[config.mk]
export PLATFORM = sky130hd
export DESIGN_NAME = my_div
export DESIGN_NICKNAME = d
export VERILOG_FILES = /design/src/rtl/my_div_pkg.sv /design/src/rtl/my_div_step.sv /design/src/rtl/my_div.sv
export SDC_FILE = /design/constraint.sdc
export NUM_CORES = 1
export LEC_CHECK = 0
export ABC_AREA = 1
export BUFFER_PORTS_ARGS = -buffer_cell sky130_fd_sc_hd__buf_2
export CAP_MARGIN = 5
export CORE_MARGIN = 2
export CORE_UTILIZATION = 45
export CTS_CLUSTER_DIAMETER = 150
export DETAILED_ROUTE_END_ITERATION = 7
export PLACE_DENSITY = 0.72
export SETUP_SLACK_MARGIN = 0.4
export SLEW_MARGIN = 20
export SYNTH_ARGS = -nofsm -noshare
export SYNTH_HDL_FRONTEND = slang
export SYNTH_HIERARCHICAL = 1
export SYNTH_SLANG_ARGS = --single-unit
[constraint.sdc]
create_clock -name clock -period 15.9 [get_ports clock]
set_clock_uncertainty 0.15 [all_clocks]
set_input_delay 3.18 -clock clock [delete_from_list [all_inputs] [get_ports clock]]
set_output_delay 3.18 -clock clock [all_outputs]
set_load 0.05 [all_outputs]
[src/rtl/my_div_pkg.sv]
// Shared types and constants for the signed iterative divider.
package my_div_pkg;

    localparam int DEFAULT_WIDTH = 32;

    typedef enum logic [1:0] {
        IDLE = 2'd0,
        ITER = 2'd1,
        FIX  = 2'd2,
        DONE = 2'd3
    } state_t;

endpackage

[src/rtl/my_div_step.sv]
// One non-restoring step: adds or subtracts the zero-extended divisor
// from a WIDTH+1-bit partial remainder.
module div_step #(
    parameter int WIDTH = 32
) (
    input  logic [WIDTH:0]   rem,
    input  logic [WIDTH-1:0] divisor,
    input  logic             sub,
    output logic [WIDTH:0]   rem_next,
    output logic             q_bit
);

    logic [WIDTH:0] d_ext;
    logic [WIDTH:0] operand;

    assign d_ext    = {1'b0, divisor};
    // Subtraction is invert-plus-one, with the +1 fed as the carry-in term.
    assign operand  = sub ? ~d_ext : d_ext;
    assign rem_next = rem + operand + {{WIDTH{1'b0}}, sub};
    assign q_bit    = ~rem_next[WIDTH];

endmodule

[src/rtl/my_div.sv]
// Signed WIDTH-bit divider: magnitudes go through WIDTH non-restoring
// steps, then a fix-up cycle restores the remainder and applies signs.
module my_div
    import my_div_pkg::*;
#(
    parameter int WIDTH = DEFAULT_WIDTH
) (
    input  logic             clock,
    input  logic             reset,
    input  logic             start,
    input  logic [WIDTH-1:0] dividend,
    input  logic [WIDTH-1:0] divisor,
    output logic [WIDTH-1:0] quotient,
    output logic [WIDTH-1:0] remainder,
    output logic             busy,
    output logic             done,
    output logic             dbz,
    output logic             ovf,
    output logic [1:0]       dbg_state
);

    localparam int CW = $clog2(WIDTH) + 1;
    localparam logic [CW-1:0]    CNT_LAST = CW'(WIDTH - 1);
    localparam logic [CW-1:0]    CNT_ONE  = CW'(1);
    localparam logic [WIDTH-1:0] ONE      = WIDTH'(1);
    localparam logic [WIDTH-1:0] MIN_VAL  = {1'b1, {(WIDTH-1){1'b0}}};

    state_t           state;
    logic [CW-1:0]    cnt;
    logic [WIDTH:0]   p;
    logic [WIDTH-1:0] q;
    logic [WIDTH-1:0] b;
    logic             sign_n;
    logic             sign_q;
    logic             ovf_pend;

    logic [WIDTH:0]   step_rem_in;
    logic             step_sub;
    logic [WIDTH:0]   step_rem;
    logic             step_q;
    logic [WIDTH-1:0] r_mag;

    function automatic logic [WIDTH-1:0] neg(input logic [WIDTH-1:0] x);
        neg = ~x + ONE;
    endfunction

    function automatic logic [WIDTH-1:0] mag(input logic [WIDTH-1:0] x);
        mag = x[WIDTH-1] ? neg(x) : x;
    endfunction

    // The same adder performs the final add-back of the divisor in FIX.
    assign step_rem_in = (state == FIX) ? p : {p[WIDTH-1:0], q[WIDTH-1]};
    assign step_sub    = (state == FIX) ? 1'b0 : ~p[WIDTH];
    assign r_mag       = p[WIDTH] ? step_rem[WIDTH-1:0] : p[WIDTH-1:0];
    assign dbg_state   = state;

    div_step #(.WIDTH(WIDTH)) u_step (
        .rem      (step_rem_in),
        .divisor  (b),
        .sub      (step_sub),
        .rem_next (step_rem),
        .q_bit    (step_q)
    );

    always_ff @(posedge clock or posedge reset) begin
        if (reset) begin
            state     <= IDLE;
            cnt       <= '0;
            p         <= '0;
            q         <= '0;
            b         <= '0;
            sign_n    <= 1'b0;
            sign_q    <= 1'b0;
            ovf_pend  <= 1'b0;
            quotient  <= '0;
            remainder <= '0;
            busy      <= 1'b0;
            done      <= 1'b0;
            dbz       <= 1'b0;
            ovf       <= 1'b0;
        end else begin
            done <= 1'b0;
            case (state)
                IDLE: begin
                    if (start) begin
                        cnt      <= '0;
                        p        <= '0;
                        q        <= mag(dividend);
                        b        <= mag(divisor);
                        sign_n   <= dividend[WIDTH-1];
                        sign_q   <= dividend[WIDTH-1] ^ divisor[WIDTH-1];
                        ovf_pend <= (dividend == MIN_VAL) && (divisor == '1);
                        dbz      <= 1'b0;
                        ovf      <= 1'b0;
                        busy     <= 1'b1;
                        if (divisor == '0) begin
                            dbz       <= 1'b1;
                            quotient  <= '0;
                            remainder <= '0;
                            state     <= DONE;
                        end else begin
                            state <= ITER;
                        end
                    end
                end
                ITER: begin
                    p   <= step_rem;
                    q   <= {q[WIDTH-2:0], step_q};
                    cnt <= cnt + CNT_ONE;
                    if (cnt == CNT_LAST) begin
                        state <= FIX;
                    end
                end
                FIX: begin
                    quotient  <= sign_q ? neg(q) : q;
                    remainder <= sign_n ? neg(r_mag) : r_mag;
                    ovf       <= ovf_pend;
                    state     <= DONE;
                end
                DONE: begin
                    done  <= 1'b1;
                    busy  <= 1'b0;
                    state <= IDLE;
                end
                default: state <= IDLE;
            endcase
        end
    end

endmodule

==> reports/metrics.cfg, run 1 <==
[status]
status = finished clean

[cts]
cts.sinks = 176
cts_tree = done
cts_setup_buffers = 0
cts_resized = 0
cts_hold_buffers = 0
clk_path_buf_depth = 2
cts-root-buf = clkbuf_16
htree_levels = 4
clock_latency_ns = 0.46
clkTransAtPathRegs_ns = 0.08
numCtsBuffers = 17

[floorplan]
rows = 65
die-height_um = 182
dieArea_um2 = 33200
io_pins = 137
core_um2 = 31400
start_util = 0.456
die_w_um = 182

[synthesis]
synth_flop_cell = dfrtp_1
yosys_warnings = 6
syn_inst = 2292
syn-num-nets = 2401
synthArstFlopShare = 1.00
ys_seq_elements = 176
synth-edff-count = 0
synth_area_per_cell_um2 = 6.24
netlist_area_um2 = 14300
yosysUniqueCellTypes = 43
yosysSeqAreaShare = 0.308

[timing]
final_max_slew_viol_count = 0
fmax_mhz = 178
tns_ns = 0
final.period_utilization = 0.353
tightest_slew_ns = 1.10
layout_min_cycle_time_ns = 5.62
rsz0062_at_grt = no
final_hold_viol_count = 0
max_slew_margin = 0.268
setup-violations-final = 0

[finish]
fin_nets = 2488
fillers = 3233
drive_above_1_share = 0.0970
area_delta_synth_final_pct = 10.8

[global_routing]
grt_max_degree = 74
antenna_found_initial = 1
track_usage = 0.262
grt_pass1_vias = 13200
grt_pass1_wl_um = 70000
gr-total-overflow = 0

[job]
cap_violations = 0

[placement]
place.detailed.hpwl_um = 33500
io_buffers = 136
gp_congestion = 0.954

[detailed_routing]
ant_nets = 0
post_drt_via_cell_ratio = 5.31
drc_errors = 0
routed_wl_um = 43000
routed-via-count = 14900
routedWlPerCell_um = 15.4
drt_pass1_iterations = 6
drtIter0Drc = 1614

[worst_setup_path]
crit_chain = buf_2 -> clkinv_1 -> nand3_1 -> nor2_1 -> nand4_4 -> nand2_2 -> inv_2 -> nand2_1 -> o21ai_1
crit_type = in -> reg
cpLargestDelayFamily = buffers and inverters
startpoint_type = primary input
critical_path_buf_inv_count = 3
crit_arrival_ns = 5.83
slowest_stage = inv_2
critPathMaxFanout = 64
crit_required_ns = 16.12
crit_path_max_incr_delay_ns = 0.74
cp-end-kind = flop

[min_path]
hold_class = reg -> reg

layout by cell type (no fill, tap or decap), types with 9 or more instances in the layout:
| master | n |
|---|---|
| inv_1 | 265 |
| nor2_1 | 219 |
| buf_4 | 9 |
| nand4_1 | 25 |
| nand3_1 | 166 |
| nor3_1 | 18 |
| o21ai_1 | 48 |
| buf_2 | 136 |
| clkbuf_16 | 17 |
| inv_2 | 11 |
| dfrtp_1 | 176 |
| a21oi_1 | 90 |
| o22ai_1 | 27 |
| o211ai_1 | 9 |
| xor2_1 | 92 |
| nand2_2 | 13 |
| o21ai_0 | 143 |
| nand2_1 | 807 |
| ha_1 | 39 |
flip-flops by register name, indices dropped and copies added (netlist names), 2 cells and up:
signal,cells
remainder,32
q,32
b,32
quotient,32
cnt,6
p,33
dbg_state,2
routing by layer:
layer,part of all wire,up-vias,routed length [µm],global-route usage
met5,0,-,0,0
met4,0.016,0,678,0.0635
met2,0.41,523,17800,0.376
met3,0.072,40,3110,0.0389
met1,0.50,6823,21400,0.408
li1,-,7469,-,-
final timing paths:
check | start | to | slack, ns | cells after the start
worst max-delay path | divisor[31] | remainder[3] | 10.28 | 9
max in group asynchronous | reset | p[21] | 11.78 | 3
worst min register to register | remainder[29] | remainder[29] | 0.33 | 2
worst max register to register | dbg_state[0] | remainder[31] | 11.08 | 25
worst min-delay path | remainder[29] | remainder[29] | 0.33 | 2
min in group asynchronous | reset | quotient[1] | 2.58 | 2
cell usage after synthesis (9+ instances only):
| cell type | count | area [µm²] |
|---|---|---|
| inv_1 | 266 | 998 |
| o22ai_1 | 27 | 169 |
| nand2_2 | 12 | 75.1 |
| nor2_1 | 220 | 826 |
| clkbuf_1 | 42 | 158 |
| inv_2 | 11 | 41.3 |
| dfrtp_1 | 176 | 4400 |
| xor2_1 | 92 | 806 |
| a21oi_1 | 90 | 450 |
| buf_2 | 23 | 115 |
| o21ai_1 | 48 | 240 |
| nand3_1 | 166 | 831 |
| o211ai_1 | 9 | 67.6 |
| nor3_1 | 18 | 90.1 |
| nand2_1 | 808 | 3030 |
| nand4_1 | 25 | 156 |
| ha_1 | 41 | 513 |
| o21ai_0 | 143 | 716 |
area by class of cell:
cell class,count,area [µm²],area share
clock buffers,17,425,0.0268
clock inverters,15,190,0.0120
flip-flops and latches,176,4400,0.278
well taps,402,503,0.0317
inverters,279,1050,0.0664
repair buffers,145,748,0.0472
diodes,1,2.50,0.000158
multi-input cells,1760,8520,0.538
per-stage QoR:
stage	hold slack, ns	cell area [µm²]	utilization	instances	setup WS, ns
after floorplan	0.303	14300	-	2292	7.80
after global placement	0.314	15200	0.485	2762	9.96
after detailed placement	0.315	15200	0.485	2762	9.79
after CTS	0.335	15800	0.505	2794	10.28
after global routing	0.360	15800	0.505	2795	9.95
final	0.330	15800	0.505	2795	10.28
worst reg2reg max path: stages, from the launching register on:
cell and delay (ns):
dfrtp_1 0.43, inv_1 0.09, ha_2 0.18, buf_4 0.33, nor2_4 0.33, buf_4 0.41
xor2_1 0.33, ha_1 0.38, a21oi_1 0.34, o21ai_0 0.20, nand2_1 0.09, nand2_1 0.06
a21oi_1 0.17, nand2_1 0.07, nand2_1 0.06, nand2_1 0.06, nand2_1 0.07, nand2_1 0.18
nor2_1 0.18, nand2_1 0.10, nor2_1 0.12, nand2_1 0.06, nand2_1 0.08, nand3_1 0.08
nand3_1 0.11, nand2_1 0.06
kinds of logic after synthesis:
kind of cell | count (synthesis) | synth area share
AND/OR/NAND/NOR | 1279 | 0.368
flip-flops | 176 | 0.308
AO/OA/AOI/OAI | 340 | 0.128
XOR/XNOR | 99 | 0.0606
adder cells (fa/ha/maj) | 42 | 0.0373
buffers and inverters | 356 | 0.0978
Power of run 1 is not shown: default switching activity piles up to over one toggle a cycle in this logic, so the estimate is an artifact.
==> run 2: changes to the inputs <==
- clock period: 15.9 -> 5.38 ns (I/O delays scaled with it)
==> reports/metrics.cfg, run 2 (synthesized netlist as in run 1, its figures left out) <==
[timing]
fin_hold_ws_ns = 0.328  ; was 0.330 ns
layout_min_cycle_time_ns = 4.65
final_hold_viol_count = 0  ; unchanged
worst_slack_ns = 0.731  ; was 10.28 ns
setup-violations-final = 0  ; unchanged
final_max_slew_viol_count = 0  ; unchanged
rsz0062_at_grt = no  ; unchanged
tns_ns = 0  ; unchanged
fmax_mhz = 215
max_slew_margin = 0.289  ; was 0.268
final.period_utilization = 0.864
tightest_slew_ns = 1.07  ; was 1.10 ns

[worst_setup_path]
crit_type = reg -> reg  ; was in -> reg
crit_required_ns = 5.62  ; was 16.12 ns
critical_path_buf_inv_count = 4  ; was 3
slowest_stage = ha_1  ; was inv_2
crit_arrival_ns = 4.89  ; was 5.83 ns
critPathMaxFanout = 42  ; was 64
cpLargestDelayFamily = simple AND/OR/NAND/NOR gates  ; was buffers and inverters
cp-end-kind = flop  ; unchanged
startpoint_type = flop  ; was primary input
crit_top_cell = nand2_1
crit_path_max_incr_delay_ns = 0.52  ; was 0.74 ns
crit_chain = inv_1 -> ha_2 -> buf_4 -> buf_4 -> o21ai_0 -> ha_1 -> nand2_2 -> nor2_2 -> inv_1 -> nor3_1 -> nand3_1 -> nand3_1 -> nand2_1 -> nand2_1 -> nand2_1 -> nor2_1 -> nand2_1 -> nor2_1 -> nand2_1 -> nand2_1 -> nand2_1 -> nand2_1 -> nand3_1 -> nand2_1  ; was buf_2 -> clkinv_1 -> nand3_1 -> nor2_1 -> nand4_4 -> nand2_2 -> inv_2 -> nand2_1 -> o21ai_1

[cts]
numCtsBuffers = 17  ; unchanged
cts_resized = 0  ; unchanged
clock_latency_ns = 0.46  ; about the same
cts_hold_buffers = 0  ; unchanged
cts_tree = done  ; unchanged
clkTransAtPathRegs_ns = 0.09  ; was 0.08 ns
cts-root-buf = clkbuf_16  ; unchanged
htree_levels = 4  ; unchanged
cts_setup_buffers = 0  ; unchanged
clk_path_buf_depth = 2  ; unchanged
cts.sinks = 176  ; unchanged

[global_routing]
track_usage = 0.262  ; about the same
grt_pass1_vias = 13000  ; was 13,200
grt_max_degree = 177  ; was 74
gr-total-overflow = 0  ; unchanged
grt_pass1_wl_um = 69300  ; was 70,000 µm
antenna_found_initial = 2  ; was 1

[detailed_routing]
drc_errors = 0  ; unchanged
drtIter0Drc = 1444  ; was 1,614
ant_nets = 0  ; unchanged
routed-via-count = 14800  ; was 14,900
post_drt_via_cell_ratio = 5.28  ; was 5.31
routed_wl_um = 43700  ; was 43,000 µm
drt_pass1_iterations = 6  ; unchanged
routedWlPerCell_um = 15.6  ; was 15.4 µm

[floorplan]
io_pins = 137  ; unchanged
start_util = 0.456  ; unchanged
dieArea_um2 = 33200  ; unchanged
rows = 65  ; unchanged
core_um2 = 31400  ; unchanged
die-height_um = 182  ; unchanged
die_w_um = 182  ; unchanged

[job]
cap_violations = 0  ; unchanged

[placement]
gp_congestion = 0.997  ; was 0.954
pre_cts_ws_ns = 0.889  ; was 9.79 ns
io_buffers = 136  ; unchanged
place.detailed.hpwl_um = 33800  ; was 33,500 µm
placed_area_um2 = 15300  ; was 15,200 µm²

[finish]
finalInstanceArea_um2 = 15900  ; was 15,800 µm²
final_common_cell = nand2_1  ; unchanged
final_cell_mix = 807 x nand2_1, 265 x inv_1, 219 x nor2_1  ; unchanged
top_register = p  ; unchanged
largest_register_ffs = 33  ; unchanged
area_delta_synth_final_pct = 10.9  ; was 10.8%
fin_nets = 2490  ; was 2,488
drive_above_1_share = 0.0974  ; was 0.0970
fillers = 3273  ; was 3,233

[min_path]
hold_class = reg -> reg  ; unchanged

[status]
status = finished clean  ; unchanged

run 2: metrics by stage:
step                utilization  cells
detailed placement        0.486   2764
global route              0.505   2797
floorplan                     -   2292
finish                    0.505   2797
CTS                       0.505   2795
global placement          0.486   2764
run 2: final cells by class:
type,instances,area (µm²),area share
repair buffers,147,788,0.0497
inverters,279,1050,0.0662
flip-flops and latches,176,4400,0.278
multi-input cells,1760,8520,0.537
diodes,2,5.00,0.000315
clock buffers,17,425,0.0268
well taps,402,503,0.0317
clock inverters,14,166,0.0105
run 2: routing by layer:
metal,up-vias,routed length (µm),GRT usage
met5,-,0,0
met4,0,1010,0.0819
met3,60,3300,0.0357
met2,550,17500,0.364
met1,6691,21900,0.415
li1,7475,-,-
run 2: path summary, 6_finish.rpt:
check | cells after the start | slack, ns | end | start
max | 24 | 0.73 | remainder[28] | dbg_state[0]
min reg2reg | 2 | 0.33 | remainder[20] | remainder[20]
max reg2reg | 24 | 0.73 | remainder[28] | dbg_state[0]
min in group asynchronous | 3 | 0.73 | quotient[1] | reset
max in group asynchronous | 3 | 3.63 | b[20] | reset
min | 2 | 0.33 | remainder[20] | remainder[20]
run 2: worst reg2reg max path: stages (launching register included):
cell	delay (ns)
dfrtp_1	0.43
inv_1	0.11
ha_2	0.21
buf_4	0.31
buf_4	0.41
o21ai_0	0.24
ha_1	0.52
nand2_2	0.11
nor2_2	0.10
inv_1	0.10
nor3_1	0.35
nand3_1	0.23
nand3_1	0.12
nand2_1	0.17
nand2_1	0.12
nand2_1	0.14
nor2_1	0.16
nand2_1	0.07
nor2_1	0.10
nand2_1	0.06
nand2_1	0.09
nand2_1	0.06
nand2_1	0.06
nand3_1	0.06
nand2_1	0.09
Power of run 2 is left out for the same reason.
